==> src/rtl/vreg_wr_arbiter.sv <==
// Round-robin arbiter sharing the vector register file write port between the ALU and the load unit.
// Tracks per-register pending writes. Define VREG_WR_ARB_CHECK_EN to add the sticky err output.
module vreg_wr_arbiter #(
  parameter int DATA_W = 256,
  parameter int ADDR_W = 3,
  parameter int NREG   = 8
) (
  input  logic              clk,
  input  logic              rst,
  input  logic              alu_valid,
  input  logic [ADDR_W-1:0] alu_dst,
  input  logic [DATA_W-1:0] alu_data,
  output logic              alu_ready,
  input  logic              ld_valid,
  input  logic [ADDR_W-1:0] ld_dst,
  input  logic [DATA_W-1:0] ld_data,
  output logic              ld_ready,
  input  logic              hold,
  input  logic              rsv_en,
  input  logic [ADDR_W-1:0] rsv_dst,
  output logic [NREG-1:0]   busy,
  output logic              wr_en,
  output logic [ADDR_W-1:0] wr_dst,
  output logic [DATA_W-1:0] wr_data
`ifdef VREG_WR_ARB_CHECK_EN
  ,
  output logic              err
`endif
);

  typedef enum logic {
    GNT_ALU = 1'b0,
    GNT_LD  = 1'b1
  } grant_e;

  grant_e          last_grant;
  grant_e          last_grant_nxt;
  logic            alu_xfer;
  logic            ld_xfer;
  logic [NREG-1:0] busy_nxt;

  always_comb begin
    // NOTE: every signal driven here gets a default first, so no path can infer a latch.
    alu_ready      = 1'b0;
    ld_ready       = 1'b0;
    last_grant_nxt = last_grant;
    if (!hold) begin
      // On a tie the requester that did not win last time goes next.
      if (alu_valid && (!ld_valid || last_grant == GNT_LD)) begin
        alu_ready = 1'b1;
      end else if (ld_valid) begin
        ld_ready = 1'b1;
      end
    end
    alu_xfer = alu_valid && alu_ready;
    ld_xfer  = ld_valid && ld_ready;
    if (alu_xfer) begin
      last_grant_nxt = GNT_ALU;
    end else if (ld_xfer) begin
      last_grant_nxt = GNT_LD;
    end
  end

  always_ff @(posedge clk or posedge rst) begin
    // NOTE: state is updated with non-blocking assignments so every register samples pre-edge values.
    if (rst) begin
      last_grant <= GNT_LD;
    end else begin
      last_grant <= last_grant_nxt;
    end
  end

  always_ff @(posedge clk or posedge rst) begin
    if (rst) begin
      wr_en   <= 1'b0;
      wr_dst  <= '0;
      wr_data <= '0;
    end else begin
      wr_en <= alu_xfer || ld_xfer;
      if (alu_xfer) begin
        wr_dst  <= alu_dst;
        wr_data <= alu_data;
      end else if (ld_xfer) begin
        wr_dst  <= ld_dst;
        wr_data <= ld_data;
      end
    end
  end

  // Clear on the presented write, then apply the reservation so a same-cycle set wins.
  always_comb begin
    busy_nxt = busy;
    for (int i = 0; i < NREG; i++) begin
      if (wr_en && wr_dst == ADDR_W'(i)) begin
        busy_nxt[i] = 1'b0;
      end
      if (rsv_en && rsv_dst == ADDR_W'(i)) begin
        busy_nxt[i] = 1'b1;
      end
    end
  end

  always_ff @(posedge clk or posedge rst) begin
    if (rst) begin
      busy <= '0;
    end else begin
      busy <= busy_nxt;
    end
  end

`ifdef VREG_WR_ARB_CHECK_EN
  logic              dbl_rsv;
  logic              unrsv_wr;
  logic [ADDR_W-1:0] xfer_dst;

  always_comb begin
    xfer_dst = alu_xfer ? alu_dst : ld_dst;
    dbl_rsv  = rsv_en && busy[rsv_dst] && !(wr_en && wr_dst == rsv_dst);
    unrsv_wr = (alu_xfer || ld_xfer) && !busy[xfer_dst];
  end

  always_ff @(posedge clk or posedge rst) begin
    if (rst) begin
      err <= 1'b0;
    end else if (dbl_rsv || unrsv_wr) begin
      err <= 1'b1;
    end
  end

  always_ff @(posedge clk) begin
    if (!rst) begin
      assert (!dbl_rsv) else $error("vreg_wr_arbiter: double reservation of v%0d", rsv_dst);
      assert (!unrsv_wr) else $error("vreg_wr_arbiter: write to unreserved v%0d", xfer_dst);
    end
  end
`endif

endmodule

==> config.mk <==
export PLATFORM = sky130hd
export DESIGN_NAME = vreg_wr_arbiter
export DESIGN_NICKNAME = d
export VERILOG_FILES = /design/src/rtl/vreg_wr_arbiter.sv
export SDC_FILE = /design/constraint.sdc
export NUM_CORES = 1
export LEC_CHECK = 0
export CORE_AREA = 3 3 306 308
export CTS_CLUSTER_DIAMETER = 80
export DETAILED_ROUTE_END_ITERATION = 7
export DIE_AREA = 0 0 309 311
export PLACE_DENSITY_LB_ADDON = 0.15
export SYNTH_ARGS = -nofsm -noshare
export SYNTH_HDL_FRONTEND = slang
export SYNTH_SLANG_ARGS = --single-unit
==> constraint.sdc <==
create_clock -name clk -period 24.2 [get_ports clk]
set_input_delay 2.42 -clock clk [delete_from_list [all_inputs] [get_ports clk]]
set_output_delay 2.42 -clock clk [all_outputs]
set_load 0.02 [all_outputs]
==> reports/metrics.csv, run 1 <==
metric,value,unit
Synth Register Bits,269,
Crit Path Category,input port to output pin,
clock latency on the worst-skew pair,0.55,ns
number of global-route vias before repair,11800,
root buf cell,clkbuf_16,
initial core utilization,14.3,%
number of remaining DRC errors,0,
Synthesized Nets,1408,
"Period Utilization, post-route",28.5,%
via-per-instance ratio,3.59,
met3 Use GR,4.40,%
# clock sinks,269,
Initial DRT Pass Iterations,4,
Post-DP HPWL,48400,um
sequential fraction of the synthesis area,51.4,%
Clock Path Buffers,3,
Synth top area share,51.2,%
WP data arrival,4.48,ns
Final Util,26.0,%
Synth warnings,0,
Mapped Area,13100,sq um
max incr delay on CP,0.58,ns
die area,96100,sq um
startpoint class of the critical path,input port,
1st-iter DRT viols,272,
drt total wl,62300,um
Core Box Area,91400,sq um
via count,10400,
die width,309,um
number of synthesized flops with an enable pin,0,
asr flop ratio synth,100,%
post-placement worst setup slack,17.27,ns
hold crit path type,flop to flop,
critical-path cell list,clkdlybuf4s50_1 > nand2b_1 > nand3b_1 > buf_4 > inv_1 > clkdlybuf4s50_1,
"Top cell by count, worst path",clkdlybuf4s50_1,
postcts setup bufs,0,
Port Buf Inserts,796,
reg2reg path depth,6,
busiest grt layer,met2,
Total Nets Final,2202,
count of different cell masters after synthesis,14,
largest cells by area after synthesis,"dfrtp_1 (51%), mux2_2 (45%), buf_2 (1.9%)",
area grow syn2layout,81.1,%
static leakage,9.16,nW
minimum clock period,6.90,ns
RSZ-0062 raised after global routing,no,
setup tns final,0,ns
DR WL/cell,21.5,um
final hold vios,0,
Congestion Overflow GR,0,
final antenna-violating net count,0,
final hold slack,0.510,ns
Max H-tree Level,2,
worst vdd ir,0.0426,mV
# IOs,797,
hold depth,2,
crit end category,output pin,
Max Cap Viol,0,
Worst Skew,0.0108,ns
Slew @ Worst Pin,1.04,ns
pin count of the biggest net entering global routing,111,
Final Worst Setup Slack,17.30,ns
first-pass GRT wire length,87300,um
Post-Synthesis Cells,881,
most area-hungry cell type in the Yosys netlist,dfrtp_1,
WP depth,6,
"Hold-fix buffers, CTS",0,
chip height,311,um
outcome,completed,
CTS tree,done,
total power draw,1.79,mW
"count leader, synth",mux2_2,
worst path required time,21.78,ns
initial antenna violation count,9,
worst-path fanout max,52,
fmax,0.145,GHz
commonest cells in the netlist,"mux2_2 (518), dfrtp_1 (268), buf_2 (51), o21ai_0 (12), nand2b_1 (8)",
Final setup viols,0,
gr usage total,12.5,%
Top delay family on crit path,buffers and inverters,
register clock-pin slew on the reported worst setup and hold paths,0.05,ns
met1 Track Usage GR,12.4,%
Slew HR,30.4,%
Critical-path top delay cell,buf_4,
gpl congestion,0.732,
post_cts resized,0,
Power Density,75.3,nW/um^2
ratio of cells with drive above 1 in the final layout,34.8,%
Synth Area per Inst,14.9,sq um
worst path bufs/invs,4,
prevailing post-synth register cell,dfrtp_1,
CTS Buf Count,42,
row cnt,111,
fin. max-slew vios,0,
M2 GR Usage,23.8,%
metrics by stage:
step / instance area, sq um / instances
finish: 23700 / 2899
global route: 23700 / 2899
CTS: 23700 / 2893
detailed placement: 22300 / 2817
global placement: 22300 / 2817
floorplan: 13100 / 881
cell type report:
cell class	count	area, sq um
antenna	6	15.0
tap	1186	1480
inverter	2	15.0
multi-input combinational	552	6030
timing repair buffer	808	8060
sequential	269	6730
clock inverter	6	67.6
clock buffer	70	1310
fill	9549	67700
per-layer routing:
layer / vias up / wire length, um
li1: 4805 / -
met1: 5136 / 21400
met2: 393 / 34100
met3: 76 / 5290
met4: 4 / 1390
met5: - / 29
tightest hold or removal path, cell delays in order (launching register included):
cell,delay (ns)
dfrtp_1,0.34
o21ai_0,0.07
o21ai_0,0.06
logic make-up (layout without fill, tap and decap cells):
logic type | Yosys count | after routing | synth area share, %
muxes | 518 | 518 | 44.6
DFF | 269 | 269 | 51.4
buffers and inverters | 60 | 886 | 2.61
AOI/OAI and AO/OA | 17 | 17 | 0.726
and+or+nand+nor | 17 | 17 | 0.688
other | 0 | 6 | 0
worst paths after layout:
kind / slack, ns / start / end
setup reg to reg: 20.75 / last_grant / wr_data[159]
hold / removal: 0.51 / busy[2] / busy[2]
setup / recovery: 17.30 / ld_valid / alu_ready
min in group asynchronous: 2.41 / rst / wr_data[185]
hold reg to reg: 0.51 / busy[2] / busy[2]
max in group asynchronous: 19.62 / rst / wr_data[194]
sequential cells by signal, summed over array words and instances, names as in the netlist:
signal and count:
wr_en 1, wr_data 256, busy 8, wr_dst 3, last_grant 1
cell usage in the layout (no fill, tap or decap):
cell type        instances
inv_6                    2
diode_2                  6
nand2b_4                 1
o21ai_0                 12
clkbuf_16               45
inv_8                    1
clkbuf_1                16
nand2_1                  5
buf_4                   12
bufinv_16                1
a21oi_1                  1
inv_1                    1
dfrtp_1                268
nand3b_1                 1
dfstp_2                  1
clkinvlp_4               2
nor2_1                   2
clkdlybuf4s50_1        796
nand2b_1                 7
nor2b_4                  1
o31ai_1                  4
clkinv_2                 1
clkbuf_8                 9
mux2_2                 518
power by group:
part	total, mW	internal (mW)	switching, mW
registers	0.581	0.535	0.0466
clock network	0.610	0.378	0.232
logic	0.595	0.340	0.254
total	1.79	1.25	0.532
(Power assumes the default switching activity.)
==> run 2: changes to the inputs <==
--- a/config.mk
+++ b/config.mk
@@ -5,10 +5,10 @@
 export SDC_FILE = /design/constraint.sdc
 export NUM_CORES = 1
 export LEC_CHECK = 0
-export CORE_AREA = 3 3 306 308
+export CORE_AREA = 3 3 310 312
 export CTS_CLUSTER_DIAMETER = 80
 export DETAILED_ROUTE_END_ITERATION = 7
-export DIE_AREA = 0 0 309 311
+export DIE_AREA = 0 0 313 315
 export PLACE_DENSITY_LB_ADDON = 0.15
 export SYNTH_ARGS = -nofsm -noshare
 export SYNTH_HDL_FRONTEND = slang
==> constraint.sdc (replaced) <==
create_clock -name clk -period 6.1 [get_ports clk]
set_input_delay 0.61 -clock clk [delete_from_list [all_inputs] [get_ports clk]]
set_output_delay 0.61 -clock clk [all_outputs]
set_load 0.02 [all_outputs]
==> run 2 against run 1 <==
  * Sequential power grew to 4.0 times the previous value
  * Core utilization is 0.45 points lower
  * Critical path type unchanged
  * Wire length is 3.7% lower
  * Largest power group is now combinational logic
  * Setup slack worse by 14 ns
==> reports/metrics.csv, run 2 (synthesized netlist as in run 1, its figures left out) <==
metric,value,unit,change
ratio of cells with drive above 1 in the final layout,34.7,%,-0.069 points
DR WL/cell,20.2,um,-5.8%
M2 GR Usage,22.1,%,-1.7 points
max reg flops,256,,unchanged
met1 Track Usage GR,11.7,%,-0.74 points
worst vdd ir,0.152,mV,+260%
area grow syn2layout,81.8,%,
pin count of the biggest net entering global routing,142,,+28%
root buf cell,clkbuf_16,,
startpoint class of the critical path,input port,,
biggest registers after layout,"wr_data: 256 flops, busy: 8 flops, wr_dst: 3 flops",,
# clock sinks,269,,unchanged
Port Buf Inserts,796,,unchanged
Crit Path Category,input port to output pin,,
"Period Utilization, post-route",53.6,%,
Slew @ Worst Pin,1.08,ns,+0.0372 ns
# IOs,797,,unchanged
met3 Use GR,4.26,%,-0.14 points
Core Box Area,93300,sq um,+2.1%
number of global-route vias before repair,11700,,-1.2%
register clock-pin slew on the reported worst setup and hold paths,0.05,ns,about the same
Final Worst Setup Slack,2.83,ns,-14.47 ns
crit end category,output pin,,
first-pass GRT wire length,84200,um,-3.5%
Congestion Overflow GR,0,,unchanged
die width,313,um,+1.3%
post_cts resized,0,,unchanged
Final setup viols,0,,unchanged
WP data arrival,2.66,ns,-1.82 ns
CTS tree,done,,
1st-iter DRT viols,236,,-13%
chip height,315,um,+1.3%
Slew HR,27.9,%,-2.5 points
CTS Buf Count,41,,-2.4%
gr usage total,11.7,%,-0.79 points
outcome,completed,,
clock latency on the worst-skew pair,0.56,ns,about the same
number of remaining DRC errors,0,,unchanged
post-placement worst setup slack,2.80,ns,-14.47 ns
"commonest non-fill, non-tap cells in the layout","clkdlybuf4s50_1 (796), mux2_2 (518), dfrtp_1 (268)",,
setup tns final,0,ns,unchanged
Initial DRT Pass Iterations,4,,unchanged
Power Density,295,nW/um^2,+290%
via count,10400,,-0.029%
fmax,0.306,GHz,
gpl congestion,0.789,,+7.7%
die area,98600,sq um,+2.6%
Clock Path Buffers,3,,unchanged
worst-path fanout max,12,,-77%
fin. max-slew vios,0,,unchanged
Total Nets Final,2196,,-0.27%
via-per-instance ratio,3.51,,-2.2%
row cnt,112,,+0.90%
"commonest non-fill, non-tap cell in the layout",clkdlybuf4s50_1,,
busiest grt layer,met2,,
Largest Register,wr_data,,
postcts setup bufs,0,,unchanged
RSZ-0062 raised after global routing,no,,
initial antenna violation count,12,,+3
Post-DP HPWL,45600,um,-5.8%
final antenna-violating net count,0,,unchanged
Max H-tree Level,2,,unchanged
drt total wl,60000,um,-3.7%
final hold vios,0,,unchanged
Max Cap Viol,0,,unchanged
"Hold-fix buffers, CTS",0,,unchanged
initial core utilization,14.0,%,-0.30 points
minimum clock period,3.27,ns,
hold crit path type,flop to flop,,
Worst Skew,0.0215,ns,+0.0107 ns
worst path required time,5.49,ns,-16.29 ns
static leakage,9.14,nW,-0.16%
## run 2: changes by cell type in the layout (fill, tap and decap cells not counted), sizes merged
cell	delta
diode	+7
clkinv	+5
bufinv	+1
clkbuf	-11
inv	-1
buf	-5
## run 2: cell type report
cell class,count,area [sq um]
fill,9823,69500
timing repair buffer,803,8110
sequential,269,6730
multi-input combinational,552,6030
tap,1254,1570
clock buffer,59,1200
clock inverter,11,119
antenna,13,32.5
inverter,2,11.3
## run 2: path summary, 6_finish.rpt
check                           start           end  slack [ns]  cells after the start
setup / recovery                 hold     alu_ready        2.83                      4
max in group asynchronous         rst   wr_data[26]        4.65                      3
min in group asynchronous         rst  wr_data[189]        0.53                      3
hold reg to reg               busy[2]       busy[2]        0.51                      2
hold / removal                busy[2]       busy[2]        0.51                      2
setup reg to reg           last_grant  wr_data[155]        3.64                      4
## run 2: per-stage QoR
stage                     power [mW]  instance area [sq um]  hold slack, ns  cells  utilization [%]
after floorplan                 3.43                  13100           0.484    881                -
after global placement          4.71                  22500           0.497   2880             24.1
after detailed placement        4.73                  22500           0.501   2880             24.1
after CTS                       7.23                  23800           0.513   2950             25.5
after global routing            7.41                  23800           0.542   2959             25.5
final                           7.02                  23800           0.510   2963             25.5
## run 2: critical path: stages
cell             delay (ns)
clkdlybuf4s50_1        0.52
nand3b_1               0.62
inv_1                  0.27
clkdlybuf4s50_1        0.64
## run 2: report_power, final
group | switching [mW] | leakage, nW | internal, mW | total, mW
sequential | 0.176 | 3.14 | 2.12 | 2.30
clock | 0.924 | 0.646 | 1.44 | 2.36
combinational | 1.00 | 5.36 | 1.35 | 2.36
total | 2.10 | 9.14 | 4.92 | 7.02
## run 2: per-layer routing
layer / vias to the layer above / share of wire, %
li1: 4805 / -
met1: 5138 / 34
met2: 392 / 55
met3: 72 / 8.2
met4: 4 / 2.3
met5: - / 0.045
==> run 3: changes to the inputs <==
==> constraint.sdc (replaced) <==
create_clock -name clk -period 2.8 [get_ports clk]
set_input_delay 0.28 -clock clk [delete_from_list [all_inputs] [get_ports clk]]
set_output_delay 0.28 -clock clk [all_outputs]
set_load 0.02 [all_outputs]
==> run 3 against run 2 <==
  * Non-clock buffer count rose by 25
  * Highest routed layer unchanged
  * Setup slack got worse by 2.5 ns
  * Largest cell class unchanged
  * Via count rose by 1.2%
  * Core utilization rose by 0.41 points
  * First-iteration DRC count rose by 10%
==> reports/metrics.csv, run 3 (synthesized netlist as in run 1, its figures left out) <==
metric,value,unit,change
worst path required time,2.52,ns,-2.97 ns
Final Worst Setup Slack,0.333,ns,-2.50 ns
number of global-route vias before repair,11900,,+1.5%
Layout Cells excl Fill,2985,,+0.74%
FF-to-FF End,wr_data[132],,
fmax,0.405,GHz,
Comb pwr share,33.3,%,-0.3 points
clock latency on the worst-skew pair,0.56,ns,about the same
"commonest non-fill, non-tap cell in the layout",clkdlybuf4s50_1,,
Final setup viols,0,,unchanged
Initial DRT Pass Iterations,4,,unchanged
Core Box Area,93300,sq um,unchanged
"Hold-fix buffers, CTS",0,,unchanged
postcts setup bufs,0,,unchanged
# clock sinks,269,,unchanged
die width,313,um,unchanged
Slew @ Worst Pin,0.517,ns,-0.564 ns
post-placement worst setup slack,0.415,ns,-2.39 ns
final antenna-violating net count,0,,unchanged
Clock Path Buffers,3,,unchanged
first-pass GRT wire length,87100,um,+3.4%
biggest registers after layout,"wr_data: 256 flops, busy: 8 flops, wr_dst: 3 flops",,
Pint,11.0,mW,+120%
Max H-tree Level,2,,unchanged
via count,10500,,+1.2%
Reg power frac,32.0,%,-0.7 points
Total Nets Final,2222,,+1.2%
Max Cap Viol,0,,unchanged
via-per-instance ratio,3.53,,+0.41%
R2R Setup Slk,0.93,ns,-2.71 ns
number of remaining DRC errors,0,,unchanged
fin. max-slew vios,0,,unchanged
worst vdd ir,0.412,mV,+170%
outcome,completed,,
hold crit path type,input port to async pin,,
Inst Count DP,2905,,+0.87%
CTS Buf Count,42,,+2.4%
worst-path fanout max,3,,-9
startpoint class of the critical path,flop,,
drt total wl,62300,um,+3.8%
post_cts resized,0,,unchanged
Psw,4.64,mW,+120%
crit end category,output pin,,
WP data arrival,2.19,ns,-0.47 ns
"Period Utilization, post-route",88.1,%,
Critical Path Source,last_grant,,
DR WL/cell,20.9,um,+3.0%
Congestion Overflow GR,0,,unchanged
Post-DP HPWL,49100,um,+7.8%
die area,98600,sq um,unchanged
CP Capture Point,alu_ready,,
final hold slack,0.127,ns,-0.383 ns
root buf cell,clkbuf_16,,
ratio of cells with drive above 1 in the final layout,35.6,%,+0.84 points
gpl congestion,0.788,,-0.14%
static leakage,9.35,nW,+2.2%
Power Density,647,nW/um^2,+120%
gr usage total,12.1,%,+0.46 points
Worst Skew,0.0128,ns,-0.00869 ns
final hold vios,0,,unchanged
chip height,315,um,unchanged
1st-iter DRT viols,260,,+10%
CTS tree,done,,
reg2reg path depth,5,,+1
pin count of the biggest net entering global routing,68,,-52%
initial core utilization,14.0,%,unchanged
worst reg2reg path startpoint,last_grant,,
register clock-pin slew on the reported worst setup and hold paths,0.06,ns,about the same
"commonest non-fill, non-tap cells in the layout","clkdlybuf4s50_1 (796), mux2_2 (518), dfrtp_1 (268)",,
RSZ-0062 raised after global routing,no,,
Port Buf Inserts,796,,unchanged
row cnt,112,,unchanged
FILL cells,9879,,+0.57%
minimum clock period,2.47,ns,
max reg flops,256,,unchanged
area grow syn2layout,84.7,%,
Largest Register,wr_data,,
# IOs,797,,unchanged
switching part of the total power,29.7,%,-0.30 points
total power draw,15.6,mW,+120%
Slew HR,65.5,%,+38 points
setup tns final,0,ns,unchanged
Crit Path Category,flop to output pin,,
Clock Power Share,34.7,%,+1.0 points
initial antenna violation count,5,,-7
run 3: changes by cell type in the layout (fill, tap and decap cells not counted), sizes merged:
cell,change
buf,+25
clkbuf,+8
diode,-8
clkinv,-2
inv,-2
bufinv,+1
run 3: power by group through the flow:
stage / combinational (mW) / clock, mW / sequential [mW]
5_1_grt: 5.53 / 5.88 / 5.11
6_report: 5.21 / 5.42 / 5.01
3_3_place_gp: 5.29 / 0 / 5.05
4_1_cts: 5.33 / 5.74 / 5.02
3_5_place_dp: 5.31 / 0 / 5.08
2_1_floorplan: 1.52 / 0 / 5.94
run 3: critical path: stages (launching register included):
cell             delay, ns
dfstp_2               0.54
nand2b_1              0.10
nand3b_1              0.22
inv_1                 0.14
clkdlybuf4s50_1       0.63
run 3: final cells by class:
cell class                      count  area [sq um]  share of cell area (%)
Inverter                            2          11.3                  0.0466
Timing Repair Buffer              828          8420                    34.8
Sequential cell                   269          6730                    27.8
Clock buffer                       67          1280                    5.29
Tap cell                         1254          1570                    6.49
Antenna cell                        5          12.5                  0.0517
Multi-Input combinational cell    552          6030                    24.9
Clock inverter                      8           125                   0.517
run 3: how the worst min path moves through the flow:
stage	depth (start not counted)	slack, ns	end	from
final	2	0.13	wr_data[105]	rst
after global routing	2	0.13	wr_data[90]	rst
after CTS	2	0.09	wr_data[103]	rst
after detailed placement	2	0.50	busy[0]	busy[0]
after global placement	2	0.50	busy[3]	busy[3]
after floorplan	1	0.38	busy[4]	rsv_dst[1]
run 3: through the flow:
stage,instance area [sq um],util [%]
6_report,24200,25.9
5_1_grt,24200,25.9
4_1_cts,24200,25.9
3_5_place_dp,22800,24.4
3_3_place_gp,22800,24.4
2_1_floorplan,13100,-
run 3: metal layers:
layer	global-route usage, %	share of wire, %	up-vias
met3	4.54	8.2	71
met4	3.74	2.3	2
li1	-	-	4858
met1	12.2	34	5209
met5	0	0.014	-
met2	23.0	55	391
==> patch: new RTL, settings of run 3 <==
Add a define of `VREG_WR_ARB_CHECK_EN`.
--- a/src/rtl/vreg_wr_arbiter.sv
+++ b/src/rtl/vreg_wr_arbiter.sv
@@ -1,5 +1,7 @@
 // Round-robin arbiter sharing the vector register file write port between the ALU and the load unit.
 // Tracks per-register pending writes. Define VREG_WR_ARB_CHECK_EN to add the sticky err output.
+`define VREG_WR_ARB_CHECK_EN
+
 module vreg_wr_arbiter #(
   parameter int DATA_W = 256,
   parameter int ADDR_W = 3,
Function (old outputs only; new: err): kept (Yosys induction, for registers that start in step).
==> patch against run 3 <==
- clock skew is 0.0026 ns lower
- routed wire length is 0.58% lower
- power is 6.0% lower
- area after synthesis is 14% lower
- highest routed layer unchanged
- setup slack worse by 0.12 ns
- register-to-register slack worse by 0.18 ns
- critical endpoint unchanged
- sequential cell count is 1 higher
- design area is 8.1% lower
==> patch: results (changes against run 3) <==
Parameter                              Value

Global route
  Initial antenna violation count ... 7 (was 5)
  Global-route total usage across every layer ... 0.119 (was 0.121)
  Largest net degree at the start of global routing ... 166 (was 68)
  Via count of the first global-routing pass ... 12,999 (was 11,865)
  First-pass GRT wire length ... 88.4 mm (was 87.1 mm)

Synth
  Count of mapped cells out of synthesis ... 1,203 (was 881)
  Synth cell count leaders ... 521 x nor2_1, 269 x dfrtp_1, 256 x o22ai_1 (was 518 x mux2_2, 268 x dfrtp_1, 51 x buf_2)
  Most area-consuming cells after synthesis ... dfrtp_1 60%, nor2_1 17%, o22ai_1 14%, buf_2 2.6%, clkbuf_1 0.87% (was dfrtp_1 51%, mux2_2 45%, buf_2 1.9%, buf_6 0.60%, o21ai_0 0.46%)
  Share of synthesized area occupied by flip-flops and latches ... 0.602 (was 0.514)
  Number of nets in the synthesized netlist ... 1,730 (was 1,408)
  Distinct cell type count after synthesis ... 33 (was 14)

Route
  Total vias in the final route ... 12,233 (was 10,531)
  Routed length per instance ... 18.9 um (was 20.9 um)
  Drt first-iter violations ... 421 (was 260)

Place
  Cell area after placement ... 0.0208 mm2 (was 0.0228 mm2)
  Count of input and output buffers ... 797 (was 796)
  Sum of net half-perimeters after detailed placement ... 46.5 mm (was 49.1 mm)
  Routability congestion estimate ... 0.801 (was 0.788)
  Number of placed instances with taps included ... 3,203 (was 2,905)

Final layout
  Fraction of layout cells with a size suffix above 1 ... 0.0549 (was 0.356)
  NumNets Final ... 2,518 (was 2,222)

Critical path
  Critical path fanouts, max ... 18 (was 3)
  Slack of the worst reg-to-reg path ... 0.75 ns (was 0.93 ns)
  Data arrival time of the worst path ... 2.31 ns (was 2.19 ns)

STA
  Largest clock skew in the final design ... 0.0102 ns (was 0.0128 ns)
  Highest clock rate ... 0.386 GHz (was 0.405 GHz)
  Worst slew pin tran ... 0.948 ns (was 0.517 ns)

Power and ir drop
  Worst ir drop on vdd ... 0.434 mV (was 0.412 mV)
  Cell leakage power ... 8.59 nW (was 9.35 nW)

Clock network
  Clock buffers created by TritonCTS ... 40 (was 42)

Outcome
  Result of the run ... completed (unchanged)
## patch: cell count changes in the layout (fill, tap and decap cells not counted), sizes merged, moves of 3 or more
| cell | change |
|---|---|
| nor2 | +520 |
| mux2 | -517 |
| o22ai | +256 |
| clkbuf | -6 |
| mux2i | +6 |
| buf | +5 |
| inv | +4 |
| mux4 | +3 |
| xnor2 | +3 |
## patch: logic make-up after synthesis
logic type	after synthesis	share of synthesized area
buffers and inverters	92	0.0391
and+or+nand+nor	546	0.187
AOI/OAI and AO/OA	282	0.157
DFF	270	0.602
xor gates and xnor gates	3	0.00234
muxes	10	0.0127
## patch: path summary, 6_finish.rpt
check                                  start            to  cells past startpoint
worst max-delay path              last_grant     alu_ready                      4
worst min-delay path                     rst       busy[0]                      3
worst max register to register    last_grant  wr_data[128]                      6
worst min register to register           err           err                      2
max in group asynchronous                rst  wr_data[172]                      4
min in group clk                ld_data[138]  wr_data[138]                      3
## patch: power breakdown
part / leakage [nW] / total (W) / switching (W) / internal (W)
Sequential: 2.95 / 0.00499 / 0.000437 / 0.00455
Combinational: 4.98 / 0.00443 / 0.00216 / 0.00227
Clock: 0.663 / 0.00528 / 0.00200 / 0.00328
## patch: final cells by class
class / instances / area [um2]
flip-flops and latches: 270 / 6760
fillers: 10185 / 71100
repair buffers: 834 / 8430
diodes: 7 / 17.5
well taps: 1254 / 1570
clock buffers: 61 / 1180
clock inverters: 12 / 178
inverters: 4 / 23.8
multi-input cells: 841 / 4060
## patch: through the flow
stage | utilization | hold slack (ns)
floorplan | - | 0.424
global placement | 0.223 | 0.506
detailed placement | 0.223 | 0.493
CTS | 0.238 | 0.166
global route | 0.238 | 0.206
finish | 0.238 | 0.225
## patch: worst max-delay path, delay by kind of cell, from the launching register on
family	cells	cell delay (ns)
buf+inv	2	0.76
flops	1	0.56
simple gates	2	0.43
## patch: routing by layer
metal | global-route usage | vias up | part of all wire
met3 | 0.0446 | 76 | 0.090
met1 | 0.130 | 5881 | 0.38
met5 | 0 | - | 0.00021
li1 | - | 5745 | -
met2 | 0.211 | 529 | 0.51
met4 | 0.0368 | 2 | 0.023
